[src/rtl/ad9361_cal_pkg.sv]
`default_nettype none
// ============================================================================
//  Module   : ad9361_cal_pkg
//  Brief    : Shared types, constants and lane packing helper for the
//             AD9361 rx IODELAY calibration sequencer.
//  Revision : 1.0  initial release
// ============================================================================
package ad9361_cal_pkg;

  localparam int NUM_LANES = 7;
  localparam int TAP_W     = 5;
  localparam int NUM_TAPS  = 32;
  localparam int LEN_W     = TAP_W + 1;

  typedef enum logic [3:0] {
    ST_IDLE         = 4'd0,
    ST_WAIT_LOCK    = 4'd1,
    ST_LOAD         = 4'd2,
    ST_SETTLE       = 4'd3,
    ST_CHECK        = 4'd4,
    ST_NEXT         = 4'd5,
    ST_EVAL         = 4'd6,
    ST_APPLY        = 4'd7,
    ST_APPLY_SETTLE = 4'd8,
    ST_VERIFY       = 4'd9,
    ST_DONE         = 4'd10
  } cal_state_t;

  // Replicate one tap value into every enabled lane slice; disabled lanes stay 0.
  function automatic logic [NUM_LANES*TAP_W-1:0] pack_lanes(
    input logic [TAP_W-1:0]     tap,
    input logic [NUM_LANES-1:0] mask
  );
    logic [NUM_LANES*TAP_W-1:0] v;
    v = '0;
    for (int k = 0; k < NUM_LANES; k++) begin
      if (mask[k]) v[k*TAP_W +: TAP_W] = tap;
    end
    return v;
  endfunction

endpackage
`default_nettype wire

[src/rtl/ad9361_cal_window.sv]
`default_nettype none
// ============================================================================
//  Module   : ad9361_cal_window
//  Brief    : Serial scan of the 32-bit pass map, one tap per cycle, that
//             finds the widest contiguous passing window and its centre.
//             Windows do not wrap; ties keep the lowest start.
//  Revision : 1.0  initial release
// ============================================================================
module ad9361_cal_window
  import ad9361_cal_pkg::*;
#(
  parameter logic [TAP_W-1:0] DEFAULT_TAP = 5'd0
) (
  input  logic                clk,
  input  logic                rst_n,
  input  logic                start,
  input  logic [NUM_TAPS-1:0] pass_map,
  output logic [TAP_W-1:0]    best_start,
  output logic [LEN_W-1:0]    best_len,
  output logic [TAP_W-1:0]    centre,
  output logic                done
);

  localparam logic [TAP_W-1:0] c_last_idx = TAP_W'(NUM_TAPS - 1);

  logic             r_active;
  logic             r_done;
  logic [TAP_W-1:0] r_idx;
  logic [TAP_W-1:0] r_run_start;
  logic [LEN_W-1:0] r_run_len;
  logic [TAP_W-1:0] r_best_start;
  logic [LEN_W-1:0] r_best_len;

  logic             w_bit;
  logic [LEN_W-1:0] w_new_len;
  logic [TAP_W-1:0] w_new_start;

  // Extension of the current run if the bit under inspection passes.
  always_comb begin
    w_bit       = pass_map[r_idx];
    w_new_len   = r_run_len + LEN_W'(1);
    w_new_start = (r_run_len == '0) ? r_idx : r_run_start;
  end

  // Walk taps 0..31, tracking the current run and the strictly-longest run.
  always_ff @(posedge clk or negedge rst_n) begin
    if (!rst_n) begin
      r_active     <= 1'b0;
      r_done       <= 1'b0;
      r_idx        <= '0;
      r_run_start  <= '0;
      r_run_len    <= '0;
      r_best_start <= '0;
      r_best_len   <= '0;
    end else begin
      r_done <= 1'b0;
      if (start) begin
        r_active     <= 1'b1;
        r_idx        <= '0;
        r_run_start  <= '0;
        r_run_len    <= '0;
        r_best_start <= '0;
        r_best_len   <= '0;
      end else if (r_active) begin
        if (w_bit) begin
          r_run_len   <= w_new_len;
          r_run_start <= w_new_start;
          if (w_new_len > r_best_len) begin
            r_best_len   <= w_new_len;
            r_best_start <= w_new_start;
          end
        end else begin
          r_run_len <= '0;
        end
        if (r_idx == c_last_idx) begin
          r_active <= 1'b0;
          r_done   <= 1'b1;
        end else begin
          r_idx <= r_idx + TAP_W'(1);
        end
      end
    end
  end

  // Centre of the best window; an empty map falls back to the default tap.
  always_comb begin
    best_start = r_best_start;
    best_len   = r_best_len;
    done       = r_done;
    if (r_best_len == '0) centre = DEFAULT_TAP;
    else                  centre = r_best_start + TAP_W'(r_best_len >> 1);
  end

endmodule
`default_nettype wire

[src/rtl/ad9361_delay_cal.sv]
`default_nettype none
// ============================================================================
//  Module   : ad9361_delay_cal
//  Brief    : Rx IODELAY calibration sequencer for the AD9361 LVDS interface.
//             Sweeps a common tap over all rx lanes, qualifies each tap with
//             adc_valid/adc_status, programs the centre of the widest passing
//             window and verifies it through delay readback.
//  Revision : 1.0  initial release
// ============================================================================
module ad9361_delay_cal
  import ad9361_cal_pkg::*;
#(
  parameter int                     SETTLE_CYCLES  = 16,
  parameter int                     CHECK_SAMPLES  = 256,
  parameter int                     TIMEOUT_CYCLES = 4096,
  parameter logic [TAP_W-1:0]       DEFAULT_TAP    = 5'd0,
  parameter logic [NUM_LANES-1:0]   LANE_MASK      = 7'h7F
) (
  input  logic                         clk,
  input  logic                         rst_n,
  input  logic                         cal_start,
  output logic                         cal_busy,
  output logic                         cal_done,
  output logic                         cal_fail,
  output logic [TAP_W-1:0]             cal_tap,
  output logic [LEN_W-1:0]             cal_width,
  output logic [NUM_TAPS-1:0]          pass_map,
  input  logic                         delay_locked,
  input  logic                         adc_valid,
  input  logic                         adc_status,
  output logic [NUM_LANES-1:0]         up_adc_dld,
  output logic [NUM_LANES*TAP_W-1:0]   up_adc_dwdata,
  input  logic [NUM_LANES*TAP_W-1:0]   up_adc_drdata
);

  localparam int SET_W = (SETTLE_CYCLES  > 1) ? $clog2(SETTLE_CYCLES)  : 1;
  localparam int SMP_W = (CHECK_SAMPLES  > 1) ? $clog2(CHECK_SAMPLES)  : 1;
  localparam int TMO_W = (TIMEOUT_CYCLES > 1) ? $clog2(TIMEOUT_CYCLES) : 1;

  localparam logic [SET_W-1:0] c_set_last = SET_W'(SETTLE_CYCLES - 1);
  localparam logic [SMP_W-1:0] c_smp_last = SMP_W'(CHECK_SAMPLES - 1);
  localparam logic [TMO_W-1:0] c_tmo_last = TMO_W'(TIMEOUT_CYCLES - 1);
  localparam logic [TAP_W-1:0] c_last_tap = TAP_W'(NUM_TAPS - 1);

  cal_state_t        r_state;
  logic [TAP_W-1:0]  r_tap_cnt;
  logic [SET_W-1:0]  r_settle_cnt;
  logic [SMP_W-1:0]  r_sample_cnt;
  logic [TMO_W-1:0]  r_timeout_cnt;
  logic              r_win_start;

  logic [TAP_W-1:0]     w_unused_best_start;
  logic [LEN_W-1:0]     w_best_len;
  logic [TAP_W-1:0]     w_centre;
  logic                 w_win_done;
  logic [NUM_LANES-1:0] w_lane_bad;
  logic                 w_sweep_state;
  logic                 w_sample_bad;
  logic                 w_timeout;
  logic                 w_pass_last;

  ad9361_cal_window #(
    .DEFAULT_TAP (DEFAULT_TAP)
  ) u_window (
    .clk        (clk),
    .rst_n      (rst_n),
    .start      (r_win_start),
    .pass_map   (pass_map),
    .best_start (w_unused_best_start),
    .best_len   (w_best_len),
    .centre     (w_centre),
    .done       (w_win_done)
  );

  // Per-lane readback mismatch against the programmed tap; unused lanes never flag.
  for (genvar k = 0; k < NUM_LANES; k++) begin : g_lane
    assign w_lane_bad[k] = LANE_MASK[k] &&
                           (up_adc_drdata[k*TAP_W +: TAP_W] != cal_tap);
  end

  // Tap qualification terms; a bad sample or timeout outranks a completed pass.
  always_comb begin
    w_sweep_state = (r_state == ST_LOAD)  || (r_state == ST_SETTLE) ||
                    (r_state == ST_CHECK) || (r_state == ST_NEXT);
    w_sample_bad  = adc_valid && !adc_status;
    w_timeout     = (r_timeout_cnt == c_tmo_last);
    w_pass_last   = adc_valid && adc_status && (r_sample_cnt == c_smp_last);
  end

  // Calibration sequencer with registered outputs.
  always_ff @(posedge clk or negedge rst_n) begin
    if (!rst_n) begin
      r_state       <= ST_IDLE;
      r_tap_cnt     <= '0;
      r_settle_cnt  <= '0;
      r_sample_cnt  <= '0;
      r_timeout_cnt <= '0;
      r_win_start   <= 1'b0;
      cal_busy      <= 1'b0;
      cal_done      <= 1'b0;
      cal_fail      <= 1'b0;
      cal_tap       <= '0;
      cal_width     <= '0;
      pass_map      <= '0;
      up_adc_dld    <= '0;
      up_adc_dwdata <= '0;
    end else begin
      up_adc_dld  <= '0;
      cal_done    <= 1'b0;
      r_win_start <= 1'b0;
      if (w_sweep_state && !delay_locked) begin
        // Lock lost mid-sweep: results so far are meaningless, start over.
        r_state   <= ST_WAIT_LOCK;
        pass_map  <= '0;
        r_tap_cnt <= '0;
      end else begin
        case (r_state)
          ST_IDLE: begin
            if (cal_start) begin
              r_state   <= ST_WAIT_LOCK;
              pass_map  <= '0;
              cal_fail  <= 1'b0;
              r_tap_cnt <= '0;
              cal_busy  <= 1'b1;
            end
          end
          ST_WAIT_LOCK: begin
            if (delay_locked) r_state <= ST_LOAD;
          end
          ST_LOAD: begin
            up_adc_dwdata <= pack_lanes(r_tap_cnt, LANE_MASK);
            up_adc_dld    <= LANE_MASK;
            r_settle_cnt  <= '0;
            r_state       <= ST_SETTLE;
          end
          ST_SETTLE: begin
            if (r_settle_cnt == c_set_last) begin
              r_sample_cnt  <= '0;
              r_timeout_cnt <= '0;
              r_state       <= ST_CHECK;
            end else begin
              r_settle_cnt <= r_settle_cnt + SET_W'(1);
            end
          end
          ST_CHECK: begin
            r_timeout_cnt <= r_timeout_cnt + TMO_W'(1);
            if (adc_valid) r_sample_cnt <= r_sample_cnt + SMP_W'(1);
            if (w_sample_bad || w_timeout) begin
              r_state <= ST_NEXT;
            end else if (w_pass_last) begin
              pass_map[r_tap_cnt] <= 1'b1;
              r_state             <= ST_NEXT;
            end
          end
          ST_NEXT: begin
            if (r_tap_cnt == c_last_tap) begin
              r_win_start <= 1'b1;
              r_state     <= ST_EVAL;
            end else begin
              r_tap_cnt <= r_tap_cnt + TAP_W'(1);
              r_state   <= ST_LOAD;
            end
          end
          ST_EVAL: begin
            if (w_win_done) r_state <= ST_APPLY;
          end
          ST_APPLY: begin
            up_adc_dwdata <= pack_lanes(w_centre, LANE_MASK);
            up_adc_dld    <= LANE_MASK;
            cal_tap       <= w_centre;
            cal_width     <= w_best_len;
            if (w_best_len == '0) cal_fail <= 1'b1;
            r_settle_cnt  <= '0;
            r_state       <= ST_APPLY_SETTLE;
          end
          ST_APPLY_SETTLE: begin
            if (r_settle_cnt == c_set_last) r_state <= ST_VERIFY;
            else                            r_settle_cnt <= r_settle_cnt + SET_W'(1);
          end
          ST_VERIFY: begin
            if (|w_lane_bad) cal_fail <= 1'b1;
            r_state <= ST_DONE;
          end
          ST_DONE: begin
            cal_done <= 1'b1;
            cal_busy <= 1'b0;
            r_state  <= ST_IDLE;
          end
          default: r_state <= ST_IDLE;
        endcase
      end
    end
  end

endmodule
`default_nettype wire

[config.mk]
export PLATFORM = sky130hd
export DESIGN_NAME = ad9361_delay_cal
export DESIGN_NICKNAME = d
export VERILOG_FILES = /design/src/rtl/ad9361_cal_pkg.sv /design/src/rtl/ad9361_cal_window.sv /design/src/rtl/ad9361_delay_cal.sv
export SDC_FILE = /design/constraint.sdc
export NUM_CORES = 1
export LEC_CHECK = 0
export BUFFER_PORTS_ARGS = -buffer_cell sky130_fd_sc_hd__buf_2
export CAP_MARGIN = 20
export CORE_AREA = 10 10 120 122
export DETAILED_ROUTE_END_ITERATION = 8
export DIE_AREA = 0 0 130 132
export MAX_ROUTING_LAYER = met4
export PLACE_DENSITY_LB_ADDON = 0.1
export SLEW_MARGIN = 20
export SYNTH_ARGS = -nofsm -noshare
export SYNTH_HDL_FRONTEND = slang
export SYNTH_SLANG_ARGS = --single-unit
[constraint.sdc]
create_clock -name clk -period 3 [get_ports clk]
set_input_delay 0.45 -clock clk [delete_from_list [all_inputs] [get_ports clk]]
set_output_delay 0.45 -clock clk [all_outputs]
set_load 0.01 [all_outputs]
==> impl_summary.md, run 1 <==
Route
The average via count per standard cell is 5.90. The number of antenna-violating nets in the routed design is 0. The number of DRC violations after detailed-routing iteration 0 is 406. After detailed routing, the total wire length is 17100 um. The number of iterations in the first detailed-routing pass is 5. The routed via count is 5567. In the routed design, unresolved DRC markers number 0. After detailed routing, the average wire length per cell comes to 18.1 um.

Synthesis
In this run, synthesis inferred 0 flip-flops with an integrated enable. Summing the areas of all fa, ha and maj instances in the mapped netlist gives 4.49% of the synthesized area. The number of different library cells used by synthesis comes to 63.

Of the total synthesized cell area, the portion taken by AND, OR, NAND and NOR gates is 20.0%. The part of the Yosys area used for sequential elements is 43.7%. The leading register cell type out of synthesis is sky130_fd_sc_hd__dfrtp_1. Summing every instance area after synthesis gives roughly 6600 um2.

The cell taking the most area after synthesis is sky130_fd_sc_hd__dfrtp_1. When the netlist entered floorplanning its net count stood at 754. The post-synthesis sequential element count is 115. Ranked by total cell area, the synthesized netlist is headed by sky130_fd_sc_hd__dfrtp_1, sky130_fd_sc_hd__buf_4, sky130_fd_sc_hd__ha_1, sky130_fd_sc_hd__mux2i_1, sky130_fd_sc_hd__nand2_1. The Yosys warning count is 0. Dividing the synthesized area by the synthesized cell count gives 9.54 um2. By area, the combinational part of the netlist is dominated by simple AND/OR/NAND/NOR gates. The share of the synthesized area in the top cell type is approximately 44%. After Yosys synthesis, XOR and XNOR cells account for under 10% of the synthesized area. After synthesis, the share of flip-flops with an asynchronous set or reset is 100%. The cell count after synthesis is 690. The synthesized netlist devotes between 10% and 20% of its cell area to compound gates. In the synthesized netlist, mux cells make up 4.62% of the area.

STA
After routing, the total negative slack on setup checks comes to 0 ps. Timing would allow up to between 300 and 400 MHz. Setup violations remaining at the end of the flow were counted as 0. Setup repair after global routing left no endpoint under its margin. In this run the tightest slew margin relative to its limit is 31.8%. The hold violation count in the final report came to 0. At the pin with the least slew margin, the transition time is approximately 1000 ps.

The max-slew violation count was 0. Hold timing on the final database bottoms out at a slack of 57.2 ps. Of the available clock period, the critical path in the final layout requires 88.6%. The clock tree skew after final layout is between 10 and 15 ps.

The post-layout minimum cycle time is 2660 ps.

Global routing
The global-route wire length before repair is 27800 um. Entering global routing, the biggest net connects 53 pins. The initial antenna violation count is 0. The via count of the first global-routing pass is 5457. Global routing finished with a remaining overflow of 0. The global-route usage over all layers is 20.6%.

Clocking
Buffers added to address setup during post-CTS repair amount to 0. The maximum clock insertion buffer count is 2. The cell at the root of the clock tree is sky130_fd_sc_hd__clkbuf_16. The hold-fix buffer count after cts is 0. The clock slew at the register clock pins of the worst setup and hold paths is 60 ps. TritonCTS built the clock tree. The clock latency of the later-clocked register in the worst-skew pair is 420 ps.

The deepest level of the CTS H-tree is 4. TritonCTS created 17 clock buffers. The number of sinks driven by the clock tree is 115. Gates resized during post-CTS repair numbered 0.

Floorplan
In this run the vertical extent of the chip is roughly 130 um. The cell row count is 40. The die area is 17200 um2. The chip width is 130 um.

The initial utilization of the core area, before any placement, comes to 55.3%. The floorplan step defined a core boundary enclosing 11900 um2. 129 I/O pins were placed.

Worst setup path
STA classifies the critical path startpoint as a flop. At the worst endpoint, the arrival time is 2980 ps. At the worst endpoint, the required time is 3320 ps.

The critical path is of the flop to flop type. The largest driver fanout on the critical path is 21. STA classifies the critical path endpoint as a flop.

Place
The final RePlAce weighted congestion is 0.926. The wire-length estimate of the detail-placed layout is approximately 12000 um. In this run the cell area measured after placement is 7090 um2. After detailed placement, the design holds a cell count of around 900.

The count of buffers added on input and output ports is between 100 and 150.

Cells and area
Summing all flip-flop and latch instances after layout gives ~2900 um2. The post-route netlist has 23.5% of its cells at a drive strength greater than 1. The repair_antennas step left the layout with diodes totalling 0. The synthesis-to-layout area growth is 18.2%. The multi-input combinational cells in the finished layout cover a total of between 3000 and 4000 um2.

The final instance area is 7780 um2. After the last flow step, the layout net total stands at around 850. The number of fillers in the final layout is around 990. The final instance count without filler cells is 943.

Power
Power spread over the standard cell area amounts to 741 nW/um2. The highest ir drop seen on vdd is 0.392 mV. The analysis attributes to cell leakage a power of 3.82 nW.

Run status
The run finished with clean final reports.

Min path
The path type of the worst min-delay path is input port to asynchronous set/reset pin.

Flow run
Max-cap violations in this run came to 0.
## metal layers
metal	GRT usage [%]	vias up	part of all wire (%)
li1	-	2632	-
met1	24.5	2717	42
met2	32.6	197	50
met3	5.15	21	6.5
met4	8.31	0	1.3
met5	-	-	0
## where the power goes
group / total (mW) / internal, mW / switching (mW)
logic: 1.52 / 0.582 / 0.935
clock network: 2.36 / 1.64 / 0.722
registers: 1.89 / 1.70 / 0.196
total: 5.77 / 3.92 / 1.85
## placed cells by master (no fill, tap or decap), types with 22 or more instances in the layout
cell                      synthesis  layout
sky130_fd_sc_hd__a22o_1          22      22
sky130_fd_sc_hd__nand2_1         59      59
sky130_fd_sc_hd__nor2_1          50      50
sky130_fd_sc_hd__a21oi_1         40      40
sky130_fd_sc_hd__ha_1            22      22
sky130_fd_sc_hd__dfrtp_1        115     115
sky130_fd_sc_hd__buf_2            7     127
sky130_fd_sc_hd__mux2i_1         27      27
sky130_fd_sc_hd__o21ai_0         34      34
sky130_fd_sc_hd__inv_1           23      23
## cell families after synthesis
group           Yosys count
mux                      30
xor+xnor                 27
buf+inv                  90
flops                   115
compound gates          156
simple gates            249
fa+ha+maj                23
## stage by stage
| step | util [%] | setup slack [ps] | power (mW) |
|---|---|---|---|
| 2_1_floorplan | - | 763 | 3.11 |
| 6_report | 65.3 | 342 | 5.77 |
| 3_3_place_gp | 59.5 | 509 | 3.39 |
| 4_1_cts | 65.3 | 392 | 5.80 |
| 3_5_place_dp | 59.5 | 429 | 3.43 |
| 5_1_grt | 65.3 | 110 | 6.06 |
## critical path, cell delays in order, from the launching register on
cell                       delay [ps]
sky130_fd_sc_hd__dfrtp_1         1020
sky130_fd_sc_hd__mux2i_1          200
sky130_fd_sc_hd__a22oi_1          230
sky130_fd_sc_hd__a211o_1          250
sky130_fd_sc_hd__and4_1           450
sky130_fd_sc_hd__a21oi_1          120
sky130_fd_sc_hd__a211oi_1         270
## worst paths after layout
check                                  start                   end  slack [ps]  cells past startpoint
max                        u_window.r_idx[1]  u_window.best_len[0]         340                      6
max reg2reg                u_window.r_idx[1]  u_window.best_len[0]         340                      6
min in group clk                   adc_valid       r_sample_cnt[0]         340                      3
min                                    rst_n  u_window.best_len[1]          60                      1
min reg2reg                     cal_width[1]          cal_width[1]         470                      2
max in group asynchronous              rst_n            r_state[0]        2060                      2
## cells in the mapped netlist, types with 19 or more instances
| library cell | count |
|---|---|
| sky130_fd_sc_hd__a21oi_1 | 40 |
| sky130_fd_sc_hd__a22o_1 | 22 |
| sky130_fd_sc_hd__buf_4 | 38 |
| sky130_fd_sc_hd__dfrtp_1 | 115 |
| sky130_fd_sc_hd__ha_1 | 22 |
| sky130_fd_sc_hd__inv_1 | 23 |
| sky130_fd_sc_hd__mux2i_1 | 27 |
| sky130_fd_sc_hd__nand2_1 | 59 |
| sky130_fd_sc_hd__nand2b_1 | 19 |
| sky130_fd_sc_hd__nand3_1 | 20 |
| sky130_fd_sc_hd__nor2_1 | 50 |
| sky130_fd_sc_hd__o21ai_0 | 34 |
## cell type report
type	count	share of cell area, %
clock inverter	14	3.33
sequential	115	37.0
tap	147	2.36
inverter	23	1.11
multi-input combinational	485	41.0
timing repair buffer	141	9.68
clock buffer	18	5.52
## sequential cells by signal, summed over array words and instances (netlist names), 6 cells and up
signal / count
pass_map: 32
u_window.best_len: 6
cal_width: 6
u_window.r_run_len: 6
r_sample_cnt: 8
r_timeout_cnt: 12
Note: power is estimated with default switching activity, not from simulation.
==> run 2: changes to the inputs <==
Settings changed: ABC_AREA from default to 1, CORE_AREA 10 10 120 122 to 10 10 138 115, DIE_AREA 0 0 130 132 to 0 0 148 125.
==> impl_summary.md, run 2 <==
Clocking
The clock slew at the register clock pins of the worst setup and hold paths came to 60 ps (about the same). The number of gates resized after cts is 0 (unchanged). The cell at the root of the clock tree is sky130_fd_sc_hd__clkbuf_16. The maximum clock insertion buffer count came to 2 (unchanged). The number of sinks driven by the clock tree is 115 (unchanged). The deepest level of the CTS H-tree is 4 (unchanged). TritonCTS built the clock tree. The hold-fix buffer count after cts is 0 (unchanged).

The CTS buffer count is 17 (unchanged). The clock latency of the later-clocked register in the worst-skew pair was 420 ps (about the same). The total setup buffers inserted after CTS came to 0 (unchanged).

Power
The proportion of total power due to net switching is 44.4% (+12 points). The portion of total power attributed to the clock network is 26.1% (-15 points). The switching power is 3.28 mW (+77%). The highest ir drop seen on vdd is 0.532 mV (+35%). The fraction of power consumed by sequential logic came to 31.5% (-1.3 points).

The power consumption is 7.40 mW (+28%). The proportion of power drawn by combinational gates is 42.4% (+16 points). The internal cell power was 4.12 mW (+5.1%).

The power per cell area is 884 nW/um2 (+19%). The leakage power of the design was 4.48 nW (+17%).

Synthesis
The cell taking the most area after synthesis is sky130_fd_sc_hd__dfrtp_1. The most used standard cell by instance count after synthesis is sky130_fd_sc_hd__nand2_1. The share of async-settable or async-resettable flops after synthesis is 100% (unchanged).

The number of different library cells in the post-synthesis netlist is 39 (-38%). The number of enable flip-flop cells after synthesis was 0 (unchanged). Among all flip-flop cells after synthesis, the most frequent one is sky130_fd_sc_hd__dfrtp_1. By area the synthesized netlist is led by sky130_fd_sc_hd__dfrtp_1, sky130_fd_sc_hd__nand2_1, sky130_fd_sc_hd__nand3_1, sky130_fd_sc_hd__inv_1, sky130_fd_sc_hd__o21ai_0.

The post-synthesis sequential element count is 115 (unchanged). The cell count after synthesis is 1031 (+49%). The average instance area after synthesis is 7.06 um2 (-26%). The Yosys warning count came to 0 (unchanged). Sorting the synthesized cells by how often they occur yields sky130_fd_sc_hd__nand2_1, sky130_fd_sc_hd__nand3_1, sky130_fd_sc_hd__dfrtp_1. The share of the synthesized area in the top cell type is 39.5% (-4.2 points). The part of the Yosys area used for sequential elements is 39.5% (-4.2 points). The number of nets produced by synthesis is 1095 (+45%).

The cell area after synthesis is 7280 um2 (+11%).

Worst setup path
The largest driver fanout on the critical path was 11 (-48%). Among cell families on the critical path, the largest total delay comes from simple AND/OR/NAND/NOR gates. Traced cell by cell, the critical path runs through ha_1, nand3_1, xor2_1, inv_1, ha_1, nand2_1, nor2_1, a21oi_1, nor2_1, nand3_1, nand3_1, nand2_1. The launching point of the worst reg2reg path is u_window.r_run_len[0]. The arrival time at the worst endpoint was 2770 ps (-210 ps). The endpoint of the most critical register-to-register path is u_window.best_len[0]. The register-to-register setup slack came to 530 ps (+190 ps). STA classifies the critical path startpoint as a flop. The endpoint kind of the worst setup timing path is a flop. The critical path is of the flop to flop type.

The worst-case reg-to-reg path depth is 12 (+6). The worst path required time is 3300 ps (-20 ps). The delay of the slowest cell on the worst path is 440 ps (-580 ps). The number of buffers and inverters on the critical path is 1 (+1).

The cell with the most instances on the worst path is sky130_fd_sc_hd__nand3_1. The number of cells on the critical path is 12 (+6). The cell with the biggest individual delay on the critical path is sky130_fd_sc_hd__dfrtp_1.

Cells and area
The number of antenna repair diodes is 0 (unchanged). In the layout the commonest cells are sky130_fd_sc_hd__nand2_1, sky130_fd_sc_hd__nand3_1, sky130_fd_sc_hd__buf_2, sky130_fd_sc_hd__dfrtp_1, sky130_fd_sc_hd__inv_1. The area taken by flip-flops and latches is 2880 um2 (unchanged). The number of fillers in the final layout is 1244 (+26%). The library cell used most frequently in the layout, excluding fill and tap cells, is sky130_fd_sc_hd__nand2_1. The number of nets in the finished design is 1184 (+40%). The flip-flop count of the largest register after layout is 32 (unchanged). The largest registers in the layout are pass_map: 32 flops, r_timeout_cnt: 12 flops, r_sample_cnt: 8 flops. The synthesis-to-layout area growth is 14.9%. The layout cell share with drive strength beyond 1 came to 17.0% (-6.5 points). Counting flops per register, the top entry is pass_map.

The area of the multi-input gates came to 3530 um2 (+11%). The final instance count without filler cells is 1313 (+39%).

Route
The number of iterations in the first detailed-routing pass is 7 (+2). The detail-routed net length per standard cell is 14.5 um (-20%). The routed via count is 6828 (+23%). The number of antenna-violating nets in the routed design was 0 (unchanged).

The DRC violations left is 0 (unchanged). The routed wire length came to 19000 um (+11%). The average via count per standard cell is 5.20 (-12%). The number of DRC violations after detailed-routing iteration 0 is 570 (+40%).

STA
The worst hold slack after final layout is 35.2 ps (-22.0 ps). Setup repair after global routing left no endpoint under its margin. The setup slack of the critical path after layout is 531 ps (+189 ps). The part of the cycle the worst path needs is 82.3% (-6.3 points). The setup TNS after final layout was 0 ps (unchanged). The tightest slew margin relative to the limit is 49.1% (+17 points). The final count of negative-setup-slack endpoints is 0 (unchanged). The worst-margin pin slew was 763 ps (-261 ps). The post-layout minimum cycle time is 2470 ps (-189 ps). The clock tree skew after final layout is 10.9 ps (+0.389 ps). The max-slew violation count came to 0 (unchanged).

The hold violation count in the final report was 0 (unchanged). The fmax is 405 MHz (+7.6%).

Floorplan
The effective utilization at floorplan came to 55.1% (-0.15 points). The top-level I/O count is 129 (unchanged). The chip width was 148 um (+14%). The die boundary height is 125 um (-5.3%). The floorplan core area is 13200 um2 (+11%). The cell row count is 38 (-5.0%).

The die area is 18500 um2 (+7.8%).

Global routing
The maximum number of pins on one net before global-route repair is 44 (-17%). The via count of the first global-routing pass came to 6584 (+21%). The overflow left after global routing is 0 (unchanged). The initial antenna violation count is 0 (unchanged). The global-route usage over all layers is 20.9% (+0.28 points).

The global-route wire length before repair was 32000 um (+15%).

Place
The post-placement setup slack came to 546 ps (+118 ps). The half-perimeter wire length after detailed placement is 13900 um (+11%). The number of cells after detailed placement is 1281 (+41%). The count of input and output buffers is 128 (unchanged). The final RePlAce weighted congestion is 0.900 (-2.8%).

Flow run
The max-capacitance violation count is 0 (unchanged).

Min path
The path type of the worst min-delay path is input port to asynchronous set/reset pin.

Run status
The flow ran to the end, and the final reports show no timing, DRC or antenna violations.
==> run 2: changes by cell type after synthesis, moves of 22 or more <==
cell / previous run / this run
sky130_fd_sc_hd__nand3_1: 20 / 130
sky130_fd_sc_hd__a22o_1: 22 / 0
sky130_fd_sc_hd__nand2_1: 59 / 283
sky130_fd_sc_hd__mux2i_1: 27 / 1
sky130_fd_sc_hd__inv_1: 23 / 110
sky130_fd_sc_hd__o21ai_0: 34 / 73
sky130_fd_sc_hd__nor2_1: 50 / 90
==> run 2: area by class of cell <==
class | count | area share (%)
tap | 180 | 2.69
timing repair buffer | 139 | 8.82
multi-input combinational | 732 | 42.2
inverter | 115 | 5.16
clock buffer | 22 | 5.55
sequential | 115 | 34.4
clock inverter | 10 | 1.23
==> run 2: logic make-up after synthesis <==
group | share of synthesized area (%)
simple gates | 32.8
xor+xnor | 1.08
fa+ha+maj | 4.05
compound gates | 10.4
buf+inv | 12.1
flops | 39.5
mux | 0.137
==> run 2: worst max path at each step <==
stage | startpoint | endpoint | slack (ps)
5_1_grt | u_window.r_run_len[0] | u_window.best_len[2] | 300
6_report | u_window.r_run_len[0] | u_window.best_len[0] | 530
3_5_place_dp | u_window.r_run_len[0] | u_window.best_len[0] | 550
4_1_cts | u_window.r_run_len[0] | u_window.best_len[0] | 540
3_3_place_gp | u_window.r_run_len[0] | u_window.best_len[3] | 640
2_1_floorplan | u_window.r_run_len[0] | u_window.best_len[0] | 730
==> run 2: layer usage <==
layer | wire length (um) | global-route usage (%) | share of wire, % | vias up
li1 | - | - | - | 3472
met4 | 286 | 5.36 | 1.5 | 0
met3 | 1260 | 5.41 | 6.6 | 29
met2 | 8730 | 32.3 | 46 | 219
met1 | 8770 | 26.7 | 46 | 3108
met5 | 0 | - | 0 | -
==> run 2: worst register-to-register path, stage by stage (launching register included) <==
cell                      delay, ps
sky130_fd_sc_hd__dfrtp_1        440
sky130_fd_sc_hd__ha_1           260
sky130_fd_sc_hd__nand3_1        100
sky130_fd_sc_hd__xor2_1         190
sky130_fd_sc_hd__inv_1           60
sky130_fd_sc_hd__ha_1           260
sky130_fd_sc_hd__nand2_1         50
sky130_fd_sc_hd__nor2_1         180
sky130_fd_sc_hd__a21oi_1        110
sky130_fd_sc_hd__nor2_1         130
sky130_fd_sc_hd__nand3_1        330
sky130_fd_sc_hd__nand3_1        160
sky130_fd_sc_hd__nand2_1         70
==> run 2: power groups by stage <==
| stage | clock network [mW] | logic, mW | registers, mW |
|---|---|---|---|
| finish | 1.93 | 3.13 | 2.33 |
| CTS | 1.95 | 3.15 | 2.33 |
| floorplan | 0 | 2.61 | 2.24 |
| detailed placement | 0 | 3.13 | 2.35 |
| global placement | 0 | 3.10 | 2.33 |
| global route | 2.02 | 3.58 | 2.39 |
==> run 2: per-stage QoR <==
stage	instance area [um2]	utilization, %
after floorplan	7280	-
after global placement	7800	59.0
after detailed placement	7800	59.0
after CTS	8370	63.3
after global routing	8370	63.3
final	8370	63.3
==> run 3: changes to the inputs <==
Settings changed: ABC_AREA 1 to 0, CORE_AREA 10 10 138 115 to 10 10 139 115, DIE_AREA 0 0 148 125 to 0 0 149 125.
Clock period 3 ns to 2.2 ns, I/O delays scaled along.
==> impl_summary.md, run 3 (synthesized netlist as in run 1, its figures left out) <==
Worst setup path
The critical path in this run is classified as flop to flop. The slowest stage of the critical path belongs to the cell sky130_fd_sc_hd__dfrtp_2. The kind of cell with the highest combined delay along the critical path is compound AO/OA/AOI/OAI gates. The register-to-register setup slack came to -90 ps (-620 ps). The worst-case reg-to-reg path depth is 10 (-2).

The delay of the slowest cell on the worst path came to 510 ps (+70 ps). Counting stages on the worst path, the most repeated cell is sky130_fd_sc_hd__a21oi_2. Traced cell by cell, the critical path runs through nand3_2, xnor2_2, ha_1, a21o_1, a21oi_2, o221ai_2, and4_4, buf_8, a21oi_2, a211oi_2. The arrival time at the worst endpoint is 2570 ps (-200 ps). The largest driver fanout on the critical path is 6 (-5). STA classifies the critical path endpoint as a flop. STA classifies the critical path startpoint as a flop.

The launching point of the worst reg2reg path is u_window.r_run_len[2]. The worst path required time came to 2480 ps (-820 ps). The endpoint of the most critical register-to-register path is u_window.best_start[3]. The number of buffers and inverters on the critical path is 1 (unchanged).

Min path
The startpoint identified for the worst hold timing path is adc_valid. For hold timing, the worst endpoint is r_sample_cnt[0]. The worst hold path was traced through 3 stages. The tightest min-delay check is of the input port to flop type.

Place
The half-perimeter wire length after detailed placement came to 13400 um (-3.3%). The count of input and output buffers came to 128 (unchanged). The cell area after placement came to 7440 um2 (-4.7%). The final RePlAce weighted congestion is 0.929 (+3.2%).

Cells and area
The register bank with the most flops is pass_map. The flip-flop count of the largest register after layout came to 32 (unchanged). The largest registers in the layout are pass_map: 32 flops, r_timeout_cnt: 12 flops, r_sample_cnt: 8 flops.

The layout cell share with drive strength beyond 1 is 32.3% (+15 points). The synthesis-to-layout area growth is 26.0%. The number of antenna repair diodes is 0 (unchanged). In the layout the commonest cells are sky130_fd_sc_hd__buf_2, sky130_fd_sc_hd__dfrtp_1, sky130_fd_sc_hd__nand2_1, sky130_fd_sc_hd__buf_4, sky130_fd_sc_hd__nor2_1. The number of nets in the finished design is 894 (-24%). The number of fillers in the final layout is 1126 (-9.5%). The most common cell after layout, fill and taps aside is sky130_fd_sc_hd__buf_2. The final instance area is 8290 um2 (-0.87%).

Floorplan
The floorplan core area is 13300 um2 (+0.72%). The top-level I/O count is 129 (unchanged). The die area is 18600 um2 (+0.68%). The chip width is 149 um (+0.68%). The effective utilization at floorplan is 49.4% (-5.7 points).

The cell row count is 38 (unchanged). The die boundary height is 125 um (unchanged).

STA
The worst hold slack after final layout is 234 ps (+199 ps). Setup repair after global routing could not meet its margin everywhere. The part of the cycle the worst path needs is 104% (+22 points). The max-slew violation count is 0 (unchanged). The fmax is 437 MHz (+7.9%). The hold violation count in the final report is 0 (unchanged). The worst-margin pin slew is 479 ps (-283 ps). The final count of negative-setup-slack endpoints came to 11 (+11). The tightest slew margin relative to the limit is 67.9% (+19 points). The setup slack of the critical path after layout is -87.9 ps (-619 ps).

The setup TNS after final layout was -787 ps (-787 ps). The post-layout minimum cycle time came to 2290 ps (-181 ps). The clock tree skew after final layout was 5.55 ps (-5.37 ps).

Clocking
The clock latency of the later-clocked register in the worst-skew pair is 410 ps (about the same). The clock slew at the register clock pins of the worst setup and hold paths was 50 ps (about the same). The CTS buffer count was 17 (unchanged). The TritonCTS clock tree is yes. The number of sinks driven by the clock tree came to 115 (unchanged).

The maximum clock insertion buffer count is 2 (unchanged). The deepest level of the CTS H-tree is 4 (unchanged). The cell at the root of the clock tree is sky130_fd_sc_hd__clkbuf_16.

Global routing
The global routing usage on met2 was 30.0% (-2.4 points). The maximum number of pins on one net before global-route repair is 72 (+64%). met2 is the most crowded layer. The global-route wire length before repair is 29200 um (-8.8%).

The global-route usage over all layers is 19.7% (-1.2 points). The met1 track utilization from global routing was 25.6% (-1.1 points). The overflow left after global routing is 0 (unchanged). The via count of the first global-routing pass is 5595 (-15%). The initial antenna violation count is 0 (unchanged).

The global routing usage on met3 was 5.41% (unchanged).

Route
The number of iterations in the first detailed-routing pass was 5 (-2). The number of antenna-violating nets in the routed design was 0 (unchanged). The DRC violations left was 0 (unchanged). The routed via count is 5770 (-15%). The average via count per standard cell came to 5.65 (+8.7%).

The number of DRC violations after detailed-routing iteration 0 is 478 (-16%). The routed wire length is 18400 um (-3.2%). The detail-routed net length per standard cell came to 18.0 um (+24%).

Power
The highest ir drop seen on vdd is 0.947 mV (+78%). The power per cell area is 885 nW/um2 (about the same). The leakage power of the design came to 4.06 nW (-9.5%).

Flow run
The max-capacitance violation count was 0 (unchanged).

Run status
The checks that failed: setup timing. The flow ran to the end, but the final reports show violations.
==> run 3: cell types whose count changed in the layout (fill, tap and decap cells not counted), moves of 19 or more <==
cell and delta:
sky130_fd_sc_hd__nand3_1 -113, sky130_fd_sc_hd__a22o_1 +22, sky130_fd_sc_hd__nand2b_1 +19, sky130_fd_sc_hd__buf_4 +43
sky130_fd_sc_hd__nand2_1 -225, sky130_fd_sc_hd__inv_1 -88, sky130_fd_sc_hd__nor2_1 -40, sky130_fd_sc_hd__mux2i_1 +26
sky130_fd_sc_hd__o21ai_0 -41
==> run 3: cell type report <==
type	count	area, um2	share of cell area [%]
inverters	23	86.3	1.04
clock buffers	25	495	5.97
repair buffers	188	1150	13.8
flip-flops and latches	115	2880	34.8
multi-input cells	485	3430	41.3
clock inverters	5	27.5	0.332
well taps	180	225	2.72
==> run 3: worst reg2reg max path: stages (launching register included) <==
cell	delay, ps
sky130_fd_sc_hd__dfrtp_2	510
sky130_fd_sc_hd__nand3_2	140
sky130_fd_sc_hd__xnor2_2	160
sky130_fd_sc_hd__ha_1	330
sky130_fd_sc_hd__a21o_1	180
sky130_fd_sc_hd__a21oi_2	160
sky130_fd_sc_hd__o221ai_2	130
sky130_fd_sc_hd__and4_4	210
sky130_fd_sc_hd__buf_8	140
sky130_fd_sc_hd__a21oi_2	160
sky130_fd_sc_hd__a211oi_2	50
==> run 3: power by group <==
part	leakage [nW]	switching, mW	total [mW]	internal [mW]
Clock	0.259	0.913	2.45	1.54
Sequential	1.56	0.223	2.54	2.31
Combinational	2.24	1.41	2.36	0.949
==> run 3: worst max path at each step <==
| stage | from | to | slack [ps] | cells past startpoint |
|---|---|---|---|---|
| after floorplan | u_window.r_run_len[0] | u_window.best_len[0] | 1 | 10 |
| after global placement | u_window.r_run_len[1] | u_window.best_start[1] | -4 | 10 |
| after detailed placement | u_window.r_run_len[1] | u_window.best_start[3] | -120 | 11 |
| after CTS | u_window.r_run_len[1] | u_window.best_len[3] | -6 | 11 |
| after global routing | u_window.r_run_len[1] | u_window.best_start[4] | -200 | 10 |
| final | u_window.r_run_len[2] | u_window.best_start[3] | -90 | 10 |
==> run 3: layer usage <==
| layer | vias up | share of wire (%) |
|---|---|---|
| met5 | - | 0 |
| met4 | 0 | 0.96 |
| met3 | 17 | 6.7 |
| met2 | 204 | 46 |
| met1 | 2821 | 46 |
| li1 | 2728 | - |
==> run 3: through the flow <==
stage                     utilization, %  setup WS (ps)  cells  power [mW]
after floorplan                        -           1.34    690        4.24
after global placement              55.9          -4.36    979        4.77
after detailed placement            55.9           -125    979        4.83
after CTS                           60.9          -5.94   1014        7.32
after global routing                62.3           -200   1021        7.78
final                               62.3          -87.9   1021        7.34
==> run 3: repair_timing <==
action | in CTS | in global routing
setup buffers | 3 | 7
cloned | 1 | 0
endpoints found under the setup margin | 11 | 51
hold buffers | 1 | 0
pin swaps | 20 | 17
hold endpoints to repair | 12 | 0
gates resized for setup | 24 | 31
